--- config.mk ---
export PLATFORM = sky130hd
export DESIGN_NAME = uncache_axi_bridge
export DESIGN_NICKNAME = d
export VERILOG_FILES = /design/src/rtl/uncache_axi_bridge.sv
export SDC_FILE = /design/constraint.sdc
export NUM_CORES = 1
export LEC_CHECK = 0
export BUFFER_PORTS_ARGS = -buffer_cell sky130_fd_sc_hd__buf_4
export CORE_MARGIN = 5
export CORE_UTILIZATION = 32
export DETAILED_ROUTE_END_ITERATION = 6
export SLEW_MARGIN = 20
export SYNTH_ARGS = -nofsm -noshare
export SYNTH_HDL_FRONTEND = slang
export SYNTH_SLANG_ARGS = --single-unit
--- constraint.sdc ---
create_clock -name clk -period 5.5 [get_ports clk]
set_input_delay 1.375 -clock clk [delete_from_list [all_inputs] [get_ports clk]]
set_output_delay 1.375 -clock clk [all_outputs]
set_load 0.01 [all_outputs]
--- src/rtl/uncache_axi_bridge.sv ---
// uncache_axi_bridge
// ------------------
// Turns level-held uncached read/write requests into single-beat AXI4
// transactions. Only one transaction is in flight at a time. Each finished
// transaction gives a one-cycle reload pulse. Read data is returned on
// rd_data, and bus_err flags a non-OKAY response.
//
// Ports
//   clk, reset                        clock, asynchronous active-high reset
//   rd_req/rd_addr                    read request (held until reload)
//   wr_req/wr_wstrb/wr_addr/wr_data   write request (held until reload)
//   reload, rd_data, bus_err          completion pulse, read data, error pulse
//   ar*/r*                            AXI4 read address / read data channels
//   aw*/w*/b*                         AXI4 write address / data / response
module uncache_axi_bridge #(
  parameter int               ID_WD = 4,
  parameter logic [ID_WD-1:0] RD_ID = 4'd0,
  parameter logic [ID_WD-1:0] WR_ID = 4'd1
) (
  input  logic             clk,
  input  logic             reset,
  // uncache request side
  input  logic             rd_req,
  input  logic [31:0]      rd_addr,
  input  logic             wr_req,
  input  logic [3:0]       wr_wstrb,
  input  logic [31:0]      wr_addr,
  input  logic [31:0]      wr_data,
  output logic             reload,
  output logic [31:0]      rd_data,
  output logic             bus_err,
  // AXI read address
  output logic [ID_WD-1:0] arid,
  output logic [31:0]      araddr,
  output logic [7:0]       arlen,
  output logic [2:0]       arsize,
  output logic [1:0]       arburst,
  output logic             arvalid,
  input  logic             arready,
  // AXI read data
  input  logic [ID_WD-1:0] rid,
  input  logic [31:0]      rdata,
  input  logic [1:0]       rresp,
  input  logic             rlast,
  input  logic             rvalid,
  output logic             rready,
  // AXI write address
  output logic [ID_WD-1:0] awid,
  output logic [31:0]      awaddr,
  output logic [7:0]       awlen,
  output logic [2:0]       awsize,
  output logic [1:0]       awburst,
  output logic             awvalid,
  input  logic             awready,
  // AXI write data
  output logic [31:0]      wdata,
  output logic [3:0]       wstrb,
  output logic             wlast,
  output logic             wvalid,
  input  logic             wready,
  // AXI write response
  input  logic [ID_WD-1:0] bid,
  input  logic [1:0]       bresp,
  input  logic             bvalid,
  output logic             bready
);

  typedef enum logic [2:0] {
    S_IDLE = 3'd0,
    S_AR   = 3'd1,
    S_R    = 3'd2,
    S_AW_W = 3'd3,
    S_B    = 3'd4,
    S_DONE = 3'd5
  } state_t;

  state_t      state_q, state_d;
  logic [31:0] araddr_q, araddr_d;
  logic [31:0] awaddr_q, awaddr_d;
  logic [31:0] wdata_q, wdata_d;
  logic [3:0]  wstrb_q, wstrb_d;
  logic [31:0] rd_data_q, rd_data_d;
  logic        err_q, err_d;
  // Set once the AW or W handshake has happened. The two channels finish
  // independently.
  logic        aw_done_q, aw_done_d;
  logic        w_done_q, w_done_d;

  logic aw_hs;
  logic w_hs;

  // Fixed single-beat, 32-bit, INCR transaction shape.
  assign arid    = RD_ID;
  assign arlen   = 8'd0;
  assign arsize  = 3'b010;
  assign arburst = 2'b01;
  assign awid    = WR_ID;
  assign awlen   = 8'd0;
  assign awsize  = 3'b010;
  assign awburst = 2'b01;
  assign wlast   = 1'b1;

  // All valid/ready strobes are decoded from state, so an asynchronous
  // reset forces them low immediately.
  assign arvalid = (state_q == S_AR);
  assign rready  = (state_q == S_R);
  assign awvalid = (state_q == S_AW_W) && !aw_done_q;
  assign wvalid  = (state_q == S_AW_W) && !w_done_q;
  assign bready  = (state_q == S_B);
  assign reload  = (state_q == S_DONE);
  assign bus_err = (state_q == S_DONE) && err_q;

  assign araddr  = araddr_q;
  assign awaddr  = awaddr_q;
  assign wdata   = wdata_q;
  assign wstrb   = wstrb_q;
  assign rd_data = rd_data_q;

  assign aw_hs = awvalid && awready;
  assign w_hs  = wvalid && wready;

  // Response IDs and rlast carry no information for single-beat,
  // single-outstanding traffic.
  logic unused_inputs;
  assign unused_inputs = ^{rid, rlast, bid};

  always_comb begin
    state_d   = state_q;
    araddr_d  = araddr_q;
    awaddr_d  = awaddr_q;
    wdata_d   = wdata_q;
    wstrb_d   = wstrb_q;
    rd_data_d = rd_data_q;
    err_d     = err_q;
    aw_done_d = aw_done_q;
    w_done_d  = w_done_q;

    unique case (state_q)
      S_IDLE: begin
        // The write is checked first so a buffered store stays ahead of a
        // later load.
        if (wr_req) begin
          awaddr_d  = wr_addr;
          wdata_d   = wr_data;
          wstrb_d   = wr_wstrb;
          aw_done_d = 1'b0;
          w_done_d  = 1'b0;
          err_d     = 1'b0;
          state_d   = S_AW_W;
        end else if (rd_req) begin
          araddr_d = rd_addr;
          err_d    = 1'b0;
          state_d  = S_AR;
        end
      end
      S_AR: begin
        if (arready) state_d = S_R;
      end
      S_R: begin
        if (rvalid) begin
          rd_data_d = rdata;
          err_d     = (rresp != 2'b00);
          state_d   = S_DONE;
        end
      end
      S_AW_W: begin
        if (aw_hs) aw_done_d = 1'b1;
        if (w_hs)  w_done_d  = 1'b1;
        if ((aw_done_q || aw_hs) && (w_done_q || w_hs)) state_d = S_B;
      end
      S_B: begin
        if (bvalid) begin
          err_d   = (bresp != 2'b00);
          state_d = S_DONE;
        end
      end
      S_DONE: begin
        state_d = S_IDLE;
      end
      default: begin
        state_d = S_IDLE;
      end
    endcase
  end

  always_ff @(posedge clk or posedge reset) begin
    if (reset) begin
      state_q   <= S_IDLE;
      araddr_q  <= 32'd0;
      awaddr_q  <= 32'd0;
      wdata_q   <= 32'd0;
      wstrb_q   <= 4'd0;
      rd_data_q <= 32'd0;
      err_q     <= 1'b0;
      aw_done_q <= 1'b0;
      w_done_q  <= 1'b0;
    end else begin
      state_q   <= state_d;
      araddr_q  <= araddr_d;
      awaddr_q  <= awaddr_d;
      wdata_q   <= wdata_d;
      wstrb_q   <= wstrb_d;
      rd_data_q <= rd_data_d;
      err_q     <= err_d;
      aw_done_q <= aw_done_d;
      w_done_q  <= w_done_d;
    end
  end

endmodule

Yosys cells after proc, flatten, opt, wreduce, memory -nomap -nowiden
Index checks and enable logic that the tools add are counted.
Widths: inputs -> output; s select.
{ "totals": {"out_inout_bits": 174, "input_bits": 154, "regBits": 138, "elab_cells": 62} }
{ "classes": {"reduce_logical": 22, "n_mux": 17, "eq_ne": 13, "n_bitwise": 1} }
{ "ops": {"columns": ["op", "n"], "rows": [
  ["$mux 3", 6],
  ["$pmux 3 s5", 1],
  ["$ne 2x2->1 const B", 5],
  ["$reduce_and 3->1", 3],
  ["$mux 1", 7],
  ["$eq 3x2->1 const B", 2],
  ["$eq 3x3->1 const B", 2],
  ["$logic_and 1x1->1", 6],
  ["$reduce_bool 2->1", 3],
  ["$reduce_and 5->1", 1],
  ["$ne 2x1->1 const B", 2],
  ["$pmux 1 s2", 2],
  ["$reduce_and 2->1", 2],
  ["$reduce_and 4->1", 1],
  ["$eq 3x1->1 const B", 1],
  ["$logic_not 3->1", 1],
  ["$ne 3x3->1 const B", 1],
  ["$pmux 1 s3", 1],
  ["$reduce_bool 3->1", 1],
  ["$logic_not 1->1", 2],
  ["$logic_or 1x1->1", 2],
  ["$not 1->1", 1]
]} }

Longest topological paths before layout
Gate-level depths: netlist (run 1).
{ "logic_depth": {"depth_word": 7, "depth_mapped": 5, "mapped_depth_nobuf": 4} }

Worst setup path before layout (run 1)
OpenSTA, ideal clock, no wires.
{ "synth_path": {"path_type": "input port to flip-flop", "startpoint": "in wr_req", "endpoint": "reg wdata_q[0] (netlist: wdata[0])", "arrival_ns": 2.341, "path_buffers": 2, "path_stages": 4, "setup_ns": 0.127, "setup_slack_ns": 3.031, "path_cell_list": "nor4b_2 buf_4 buf_6 mux2_1"} }
{ "synth_via": {"elab_chain_len": 1} }
{ "synth_rtl": {"columns": ["item", "line_no", "rtl"], "rows": [
  ["from (decl)", "25", "input logic wr_req,"],
  ["$reduce_and 2->1 (no source line)", null, null],
  ["to (signal assigned)", "201", "wdata_q <= wdata_d;"],
  ["to (decl)", "80", "logic [31:0] wdata_q, wdata_d;"]
]} }
No other way between the ends.
A chain may end at the register's enable or synchronous reset.

Final worst setup path (run 1)
{ "layout_path": {"startpoint": "reg state_q[0]", "endpoint": "out awvalid"} }
{ "layout_via": {"elab_chain_len": 2} }
{ "layout_rtl": {"columns": ["item", "line_no", "rtl"], "rows": [
  ["from (decl)", "77", "state_t state_q, state_d;"],
  ["from (signal assigned)", "198", "state_q <= state_d;"],
  ["$eq 3x2->1", "107", "assign awvalid = (state_q == S_AW_W) && !aw_done_q;"],
  ["$logic_and 1x1->1", "107", null],
  ["to (decl)", "53", "output logic awvalid,"]
]} }
No other way between the ends.

==> results of run 1 <==
-- layer usage --
| layer | share of wire, % | GRT usage (%) | vias to the layer above |
|---|---|---|---|
| met5 | 0 | 0 | - |
| met4 | 2.3 | 5.505 | 0 |
| met3 | 11 | 6.687 | 27 |
| met2 | 51 | 24.45 | 199 |
| met1 | 35 | 15.68 | 1885 |
| li1 | - | - | 1809 |
-- logic make-up after synthesis --
group | after synthesis | share of synthesized area, %
AO/OA/AOI/OAI | 15 | 1.661
buffers and inverters | 53 | 6.529
flip-flops | 138 | 61.93
multiplexers | 134 | 27.01
other | 2 | 0.1347
AND/OR/NAND/NOR | 30 | 2.737
-- layout make-up --
type / instances / area share, %
Timing Repair Buffer: 288 / 25.66
Clock inverter: 12 / 1.930
Tap cell: 225 / 3.341
Clock buffer: 20 / 5.419
Multi-Input combinational cell: 214 / 22.52
Inverter: 2 / 0.1485
Sequential cell: 138 / 40.98
-- power breakdown --
part           internal [uW]  total (uW)  switching [uW]
logic                   1180        2010             830
clock network            742        1190             443
registers               1540        1840             303
total                   3460        5030            1580
-- worst max path at each step --
stage                     from    endpoint  slack, ns
finish              state_q[0]     awvalid       2.25
detailed placement      wr_req  awaddr[20]       2.72
CTS                 state_q[0]     awvalid       2.21
global placement    state_q[0]      wvalid       2.76
global route        state_q[0]     awvalid       2.04
floorplan                reset   araddr[0]       0.43
-- state kept, by name, summed over array words and instances (netlist names) --
name and count:
araddr 32, awaddr 32, w_done_q 1, state_q 3, wdata 32, aw_done_q 1
wstrb 4, err_q 1, rd_data 32
-- metrics by stage --
| step | cells | setup WS, ns | hold WS [ns] | utilization [%] | total power, uW |
|---|---|---|---|---|---|
| floorplan | 405 | 0.4288 | 0.5189 | - | 2820 |
| detailed placement | 867 | 2.719 | 0.4774 | 45.45 | 3916 |
| finish | 899 | 2.252 | 0.4899 | 49.06 | 5034 |
| CTS | 899 | 2.212 | 0.4904 | 49.06 | 5123 |
| global route | 899 | 2.040 | 0.5072 | 49.06 | 5344 |
| global placement | 867 | 2.760 | 0.4700 | 45.45 | 3848 |
-- worst max-delay path: cells and delay by family, from the launching register on --
family	cells	cell delay [ns]
flops	1	0.66
simple gates	3	0.64
buf+inv	1	0.15
-- layout by cell type, fill, tap and decap left out, types with 2 or more instances in the layout --
cell,instances
clkbuf_16,17
bufinv_16,3
mux2i_1,2
mux2_1,20
nand3_1,3
a21oi_1,5
clkbuf_8,2
nand2_1,5
nand2b_1,3
conb_1,35
dfrtp_1,138
and2_1,2
buf_4,288
nor2_1,12
clkinvlp_4,5
mux2_2,112
o22a_1,2
inv_6,4
o21ai_0,4
==> flow_metrics.tcl, run 1 <==
set metrics [dict create \
    avgSynthCellArea_sq_um 14.99 \
    port_buffers 283 \
    rsz0062_at_grt "no" \
    die_w_um 142.0 \
    design.die.area_sq_um 20170 \
    num_rows 48 \
    drc_errors 0 \
    synth_cell_types 27 \
    synthTopCellsByCount "dfrtp_1, mux2_2, buf_4, mux2_1" \
    start_util_pct 32.47 \
    cts-hold-fix-buffers 0 \
    reg2reg_depth 3 \
    holdPathEnd "wdata[10]" \
    cts_sinks 138 \
    min_period_ns 3.248 \
    cts_tree "done" \
    yosysMostFrequentCell "dfrtp_1" \
    min-delay-start "wdata[10]" \
    drt_wl_total_um 14910 \
    skew_ns 0.007637 \
    dr.pass1.iters 4 \
    path_cells "nor2b_1, nand2_1, nor2_1, buf_4" \
    post-cts-setup-buffers 0 \
    slew_headroom_pct 40.59 \
    status "complete, no violations" \
    tightest_slew_ns 0.8911 \
    cp.required_ns 4.12 \
    synth-seq-cells 138 \
    ant_nets 0 \
    cp-start-kind "flop" \
    r2r-end "wdata[17]" \
    final_net_count 815 \
    async_reset_ff_share_pct 100.0 \
    grt_pass1_wl_um 22620 \
    hpwl_um 11480 \
    ir_worst_vdd_mv 0.2687 \
    drive_gt1_share_pct 64.39 \
    path_clk_slew_ns 0.06 \
    cp_slowest_cell "dfrtp_1" \
    cts_made_buffers 17 \
    reg2reg_slack_ns 3.57 \
    finalSetupViolations 0 \
    worstSetupPathType "flop to output pin" \
    io_pins 328 \
    grt_pass1_vias 4192 \
    slew_viol_final 0 \
    cts_buffer_depth 2 \
    yosys_warnings 0 \
    min_path_cells 1 \
    synth_top_cell_area_share_pct 61.93 \
    fillers 1552 \
    worst-path-max-fanout 13 \
    period_share_pct 59.06 \
    synth_top_area_cell "dfrtp_1" \
    synthTopCellsByArea "dfrtp_1, mux2_2, buf_4" \
    grt_overflow_total 0 \
    hold_viol_final 0 \
    grtUsageTotal_pct 14.39 \
    h-tree-depth 4 \
    ctsResizeCount 0 \
    vias 3920 \
    ff_latch_area_sq_um 3453 \
    yosys_most_used_dff "dfrtp_1" \
    power_density_nw_per_um2 597.3 \
    arrival_ns 1.87 \
    leakage_uw 0.004082 \
    first_iter_violations 113 \
    area_delta_synth_final_pct 51.11 \
    design_area_sq_um 8427 \
    syn-cell-area_sq_um 5577 \
    post_dp_cell_area_sq_um 7807 \
    synth_edf_count 0 \
    antenna_found_initial 0 \
    finalSetupTns_ns 0 \
    multi_input_area_sq_um 1898 \
    hp-class "flop to flop" \
    crit_path_end_kind "output pin" \
    vias_per_cell 4.360 \
    r2r_start "state_q[0]" \
    clock-root-buffer "clkbuf_16" \
    grt_max_degree 99 \
    cap_violations 0 \
    fmax_mhz 307.9 \
    clk-insertion-delay-late_ns 0.42 \
    die_y_um 142.0 \
    cpPeakStageDelay_ns 0.66 \
    wire_per_inst_um 16.58 \
    coreArea_sq_um 17180 \
    synth_cells 372 \
    gp_congestion 0.8409 \
    n_antenna_cell 0 \
    ys_seq_area_share_pct 61.93 \
]
Power figures use the tool's default switching activity.
==> run 2: changes to the inputs <==
Settings changed: ABC_AREA set to 1.
Clock period 5.5 ns to 3.35 ns, I/O delays scaled along.
==> run 2 against run 1 <==
Against the previous run:
- synthesized cell count rose by 80%
- sequential share of layout area fell by 0.53 points
- largest power group unchanged
- sequential power increased by 57%
- die area is 3.5% higher
- highest routed layer unchanged
- critical path depth decreased by 1
- routed wire length grew 15%
==> flow_metrics.tcl, run 2 <==
set metrics [dict create \
    status "complete, no violations" \
    final_net_count 1097 \
    top_usage_layer "met2" \
    dp.cells 1153 \
    finalSetupTns_ns 0 \
    post-cts-setup-buffers 0 \
    finalSetupViolations 0 \
    skew_ns 0.005984 \
    coreArea_sq_um 17900 \
    worst-path-max-fanout 8 \
    path_cells "inv_2, nor3_1, buf_4" \
    cts-hold-fix-buffers 0 \
    cp_top_family "flip-flops" \
    muxShareOfSynthArea_pct 0 \
    vias_per_cell 4.244 \
    cpPeakStageDelay_ns 0.50 \
    async_reset_ff_share_pct 100.0 \
    cp-start-kind "flop" \
    yosys_warnings 0 \
    tightest_slew_ns 0.7455 \
    synth_compound_area_share_pct 3.523 \
    use_met2_pct 25.97 \
    ctsResizeCount 0 \
    antenna_found_initial 0 \
    fmax_mhz 408.6 \
    drc_errors 0 \
    synth_top_cell_area_share_pct 59.65 \
    avgSynthCellArea_sq_um 8.667 \
    synth_xor_area_share_pct 0 \
    design.die.area_sq_um 20880 \
    start_util_pct 32.34 \
    grt_pass1_wl_um 25830 \
    min_period_ns 2.447 \
    synth_edf_count 0 \
    design_area_sq_um 8538 \
    grt_pass1_vias 4931 \
    p_switching_uw 2825 \
    grt_max_degree 139 \
    drive_gt1_share_pct 34.62 \
    h-tree-depth 4 \
    hold_viol_final 0 \
    power_density_nw_per_um2 915.5 \
    grt_overflow_total 0 \
    fillers 1785 \
    clock-root-buffer "clkbuf_16" \
    ys_seq_area_share_pct 59.65 \
    arrival_ns 1.61 \
    multi_input_area_sq_um 1829 \
    vias 5029 \
    ff_latch_area_sq_um 3453 \
    worstSetupPathType "flop to output pin" \
    die_y_um 144.5 \
    first_iter_violations 162 \
    cts_buffer_depth 2 \
    ant_nets 0 \
    cts_made_buffers 17 \
    synth_cell_types 23 \
    synthAdderAreaFrac_pct 0 \
    combPwrFrac_pct 38.9 \
    synthTopCellsByCount "nand2_1, dfrtp_1, inv_1, nand3_1" \
    switching_share_pct 36.14 \
    cp_slowest_cell "dfrtp_1" \
    leakage_uw 0.004913 \
    hp-class "flop to flop" \
    final_cell_mix "nand2_1, buf_4, dfrtp_1, inv_1, nand3_1" \
    synth_top_family_by_area "simple AND/OR/NAND/NOR gates" \
    cap_violations 0 \
    p_int_uw 4992 \
    met1_usage_pct 18.83 \
    n_antenna_cell 0 \
    post_dp_cell_area_sq_um 7943 \
    grtUsageTotal_pct 15.90 \
    hpwl_um 12370 \
    synth_top_area_cell "dfrtp_1" \
    synthTopCellsByArea "dfrtp_1, nand2_1, buf_4" \
    area_delta_synth_final_pct 47.48 \
    synth-seq-cells 138 \
    path_clk_slew_ns 0.06 \
    rsz0062_at_grt "no" \
    cp.required_ns 2.51 \
    grt_util_met3_pct 7.308 \
    ir_worst_vdd_mv 0.3816 \
    synthSimpleGateAreaFrac_pct 25.81 \
    gp_congestion 0.8077 \
    synth_cells 668 \
    period_share_pct 73.06 \
    port_buffers 283 \
    slew_viol_final 0 \
    wire_per_inst_um 14.44 \
    p_seq_share_pct 36.8 \
    crit_path_end_kind "output pin" \
    dr.pass1.iters 4 \
    p_clk_share_pct 24.4 \
    fin_cells 1185 \
    clk-insertion-delay-late_ns 0.41 \
    syn-cell-area_sq_um 5789 \
    yosysMostFrequentCell "nand2_1" \
    num_rows 49 \
    drt_wl_total_um 17120 \
    critical_path_buf_inv_count 2 \
    slew_headroom_pct 50.30 \
    yosys_most_used_dff "dfrtp_1" \
    final_common_cell "nand2_1" \
    io_pins 328 \
    cts_sinks 138 \
    die_w_um 144.5 \
    cts_tree "done" \
]
==> run 2: cell types whose count changed after synthesis, moves of 6 or more <==
cell	before	now
buf_2	12	18
o21ai_0	4	36
nand3_1	3	39
clkbuf_1	1	7
inv_1	2	47
mux2_2	112	0
nand2_1	5	316
mux2_1	20	0
==> run 2: routing by layer <==
layer  vias to the layer above  share of wire, %
met5                         -                 0
met4                         0               1.6
met3                        16                12
met2                       216                48
met1                      2279                38
li1                       2518                 -
==> run 2: layout make-up <==
type	instances	area share, %
inverter	50	2.242
timing repair buffer	289	25.56
tap	229	3.356
sequential	138	40.45
clock inverter	14	1.832
clock buffer	18	5.144
multi-input combinational	447	21.42
==> run 2: final timing paths <==
kind / end / cells after the start / from / slack [ns]
min reg2reg: wstrb[1] / 2 / wstrb[1] / 0.47
min in group asynchronous: awaddr[1] / 3 / reset / 0.66
max in group asynchronous: wstrb[1] / 3 / reset / 2.15
max: bready / 3 / state_q[2] / 0.90
min: wstrb[1] / 2 / wstrb[1] / 0.47
max reg2reg: wdata[6] / 6 / state_q[0] / 1.54
==> run 2: power groups by stage <==
stage	combinational, uW	clock, uW	sequential [uW]
2_1_floorplan	1160	0	3190
5_1_grt	3410	2040	2980
3_5_place_dp	3130	0	2880
4_1_cts	3120	1970	2880
3_3_place_gp	3090	0	2870
6_report	3040	1900	2880
==> run 2: worst min-delay path, delay by kind of cell, from the launching register on <==
family | cells | cell delay [ns]
DFF | 1 | 0.34
and+or+nand+nor | 2 | 0.10
==> run 2: logic make-up after synthesis <==
logic type / Yosys count
other cells: 2
simple gates: 372
buf+inv: 116
flops: 138
compound gates: 40
==> run 2: per-stage QoR <==
stage | total power, uW | worst slack, ns | hold WS, ns | util, %
2_1_floorplan | 4347 | 0.7914 | 0.5040 | -
3_3_place_gp | 5954 | 1.197 | 0.4553 | 44.37
3_5_place_dp | 6006 | 1.153 | 0.4591 | 44.37
4_1_cts | 7963 | 0.8879 | 0.4748 | 47.69
5_1_grt | 8428 | 0.7848 | 0.4871 | 47.69
6_report | 7817 | 0.9025 | 0.4693 | 47.69
==> run 3: changes to the inputs <==
Clock period 3.35 ns to 2.3 ns, I/O delays scaled along.
==> run 3 against run 2 <==
Against the previous run:
- largest cell class unchanged
- combinational power increased by 47%
- die area unchanged
- sequential power increased by 45%
- flip-flop and latch count unchanged
- via count decreased by 1.0%
- critical path depth unchanged
- clock skew about the same
- routed wire length increased by 0.40%
- worst hold slack got worse by 0.21 ns
- clock power increased by 47%
- sequential share of layout area decreased by 0.59 points
- utilization increased by 0.72 points
==> flow_metrics.tcl, run 3 (synthesis gave the netlist of run 2 again) <==
set metrics [dict create \
    status "complete, no violations" \
    cap_violations 0 \
    ff_latch_area_sq_um 3455 \
    leakage_uw 0.004971 \
    start_util_pct 32.34 \
    final_net_count 1102 \
    hpwl_um 12840 \
    vias_per_cell 4.182 \
    design.die.area_sq_um 20880 \
    fmax_mhz 471.6 \
    critical_path_buf_inv_count 2 \
    skew_ns 0.005732 \
    die_w_um 144.5 \
    drt_wl_total_um 17190 \
    port_buffers 283 \
    wire_per_inst_um 14.44 \
    switching_share_pct 35.90 \
    die_y_um 144.5 \
    path_cells "inv_2, nor4_1, buf_4" \
    cp_top_family "flip-flops" \
    post_dp_cell_area_sq_um 8055 \
    grtUsageTotal_pct 16.05 \
    p_clk_share_pct 24.4 \
    first_iter_violations 190 \
    rsz0062_at_grt "no" \
    worst-path-max-fanout 8 \
    vias 4977 \
    cp_slowest_cell "dfrtp_1" \
    combPwrFrac_pct 39.0 \
    hold_viol_final 0 \
    worstSetupPathType "flop to output pin" \
    p_int_uw 7354 \
    grt_overflow_total 0 \
    hp-class "input pin to asynchronous set/reset pin" \
    multi_input_area_sq_um 1829 \
    power_density_nw_per_um2 1324 \
    drive_gt1_share_pct 35.07 \
    num_rows 49 \
    area_delta_synth_final_pct 49.71 \
    cts_made_buffers 17 \
    finalSetupViolations 0 \
    dr.pass1.iters 4 \
    cts_sinks 138 \
    final_common_cell "nand2_1" \
    path_clk_slew_ns 0.06 \
    fillers 1798 \
    min_period_ns 2.121 \
    ant_nets 0 \
    reg2reg_depth 5 \
    finalSetupTns_ns 0 \
    n_antenna_cell 0 \
    cpPeakStageDelay_ns 0.49 \
    final_cell_mix "nand2_1, buf_4, dfrtp_1, inv_1, nand3_1" \
    tightest_slew_ns 0.6739 \
    clk-insertion-delay-late_ns 0.41 \
    io_pins 328 \
    period_share_pct 92.20 \
    drc_errors 0 \
    crit_path_end_kind "output pin" \
    grt_pass1_vias 4962 \
    grt_max_degree 71 \
    ir_worst_vdd_mv 0.5993 \
    grt_pass1_wl_um 26180 \
    slew_viol_final 0 \
    cts_buffer_depth 2 \
    cp_num_cells 3 \
    gp_congestion 0.7943 \
    design_area_sq_um 8667 \
    h-tree-depth 4 \
    clock-root-buffer "clkbuf_16" \
    p_seq_share_pct 36.5 \
    cp.required_ns 1.73 \
    cp-start-kind "flop" \
    p_switching_uw 4119 \
    arrival_ns 1.55 \
    coreArea_sq_um 17900 \
    antenna_found_initial 0 \
    cts_tree "done" \
    slew_headroom_pct 54.98 \
]
==> run 3: stage by stage <==
stage | hold slack, ns | setup slack (ns) | total power, uW | util (%) | instances
5_1_grt | 0.2992 | 0.001927 | 12360 | 48.41 | 1190
4_1_cts | 0.2697 | 0.08235 | 11690 | 48.41 | 1190
2_1_floorplan | 0.5040 | 0.003879 | 6332 | - | 701
6_report | 0.2626 | 0.1794 | 11470 | 48.41 | 1190
3_5_place_dp | 0.4593 | 0.5382 | 8805 | 45.00 | 1158
3_3_place_gp | 0.4554 | 0.5421 | 8720 | 45.00 | 1158
==> run 3: power by group through the flow <==
| stage | sequential [uW] | clock (uW) | combinational (uW) |
|---|---|---|---|
| finish | 4190 | 2800 | 4480 |
| floorplan | 4640 | 0 | 1690 |
| global route | 4350 | 3000 | 5010 |
| global placement | 4190 | 0 | 4530 |
| CTS | 4190 | 2900 | 4590 |
| detailed placement | 4200 | 0 | 4600 |
==> run 3: final cells by class <==
cell class,count,area share [%]
Timing Repair Buffer,294,26.48
Clock buffer,19,5.226
Inverter,50,2.209
Multi-Input combinational cell,447,21.11
Sequential cell,138,39.86
Tap cell,229,3.306
Clock inverter,13,1.819
==> run 3: worst paths after layout <==
check / end / slack, ns / start
worst max-delay path: bus_err / 0.18 / state_q[2]
worst min-delay path: awaddr[2] / 0.26 / reset
worst max register to register: rd_data[30] / 0.64 / state_q[1]
worst min register to register: rd_data[10] / 0.47 / rd_data[10]
max in group asynchronous: state_q[0] / 1.40 / reset
min in group clk: awaddr[22] / 0.36 / wr_addr[22]
==> run 3: per-layer routing <==
layer | up-vias | wire, um | track usage, %
li1 | 2535 | - | -
met1 | 2226 | 6732 | 19.10
met2 | 206 | 8315 | 26.87
met3 | 10 | 1957 | 6.779
met4 | 0 | 180 | 4.222
met5 | - | 0 | 0
==> run 3: repair_timing <==
action                     in CTS  in global routing
setup endpoints to repair       0                  2
hold buffers                    0                  0
buffers inserted                0                  0
resized for setup               0                  1
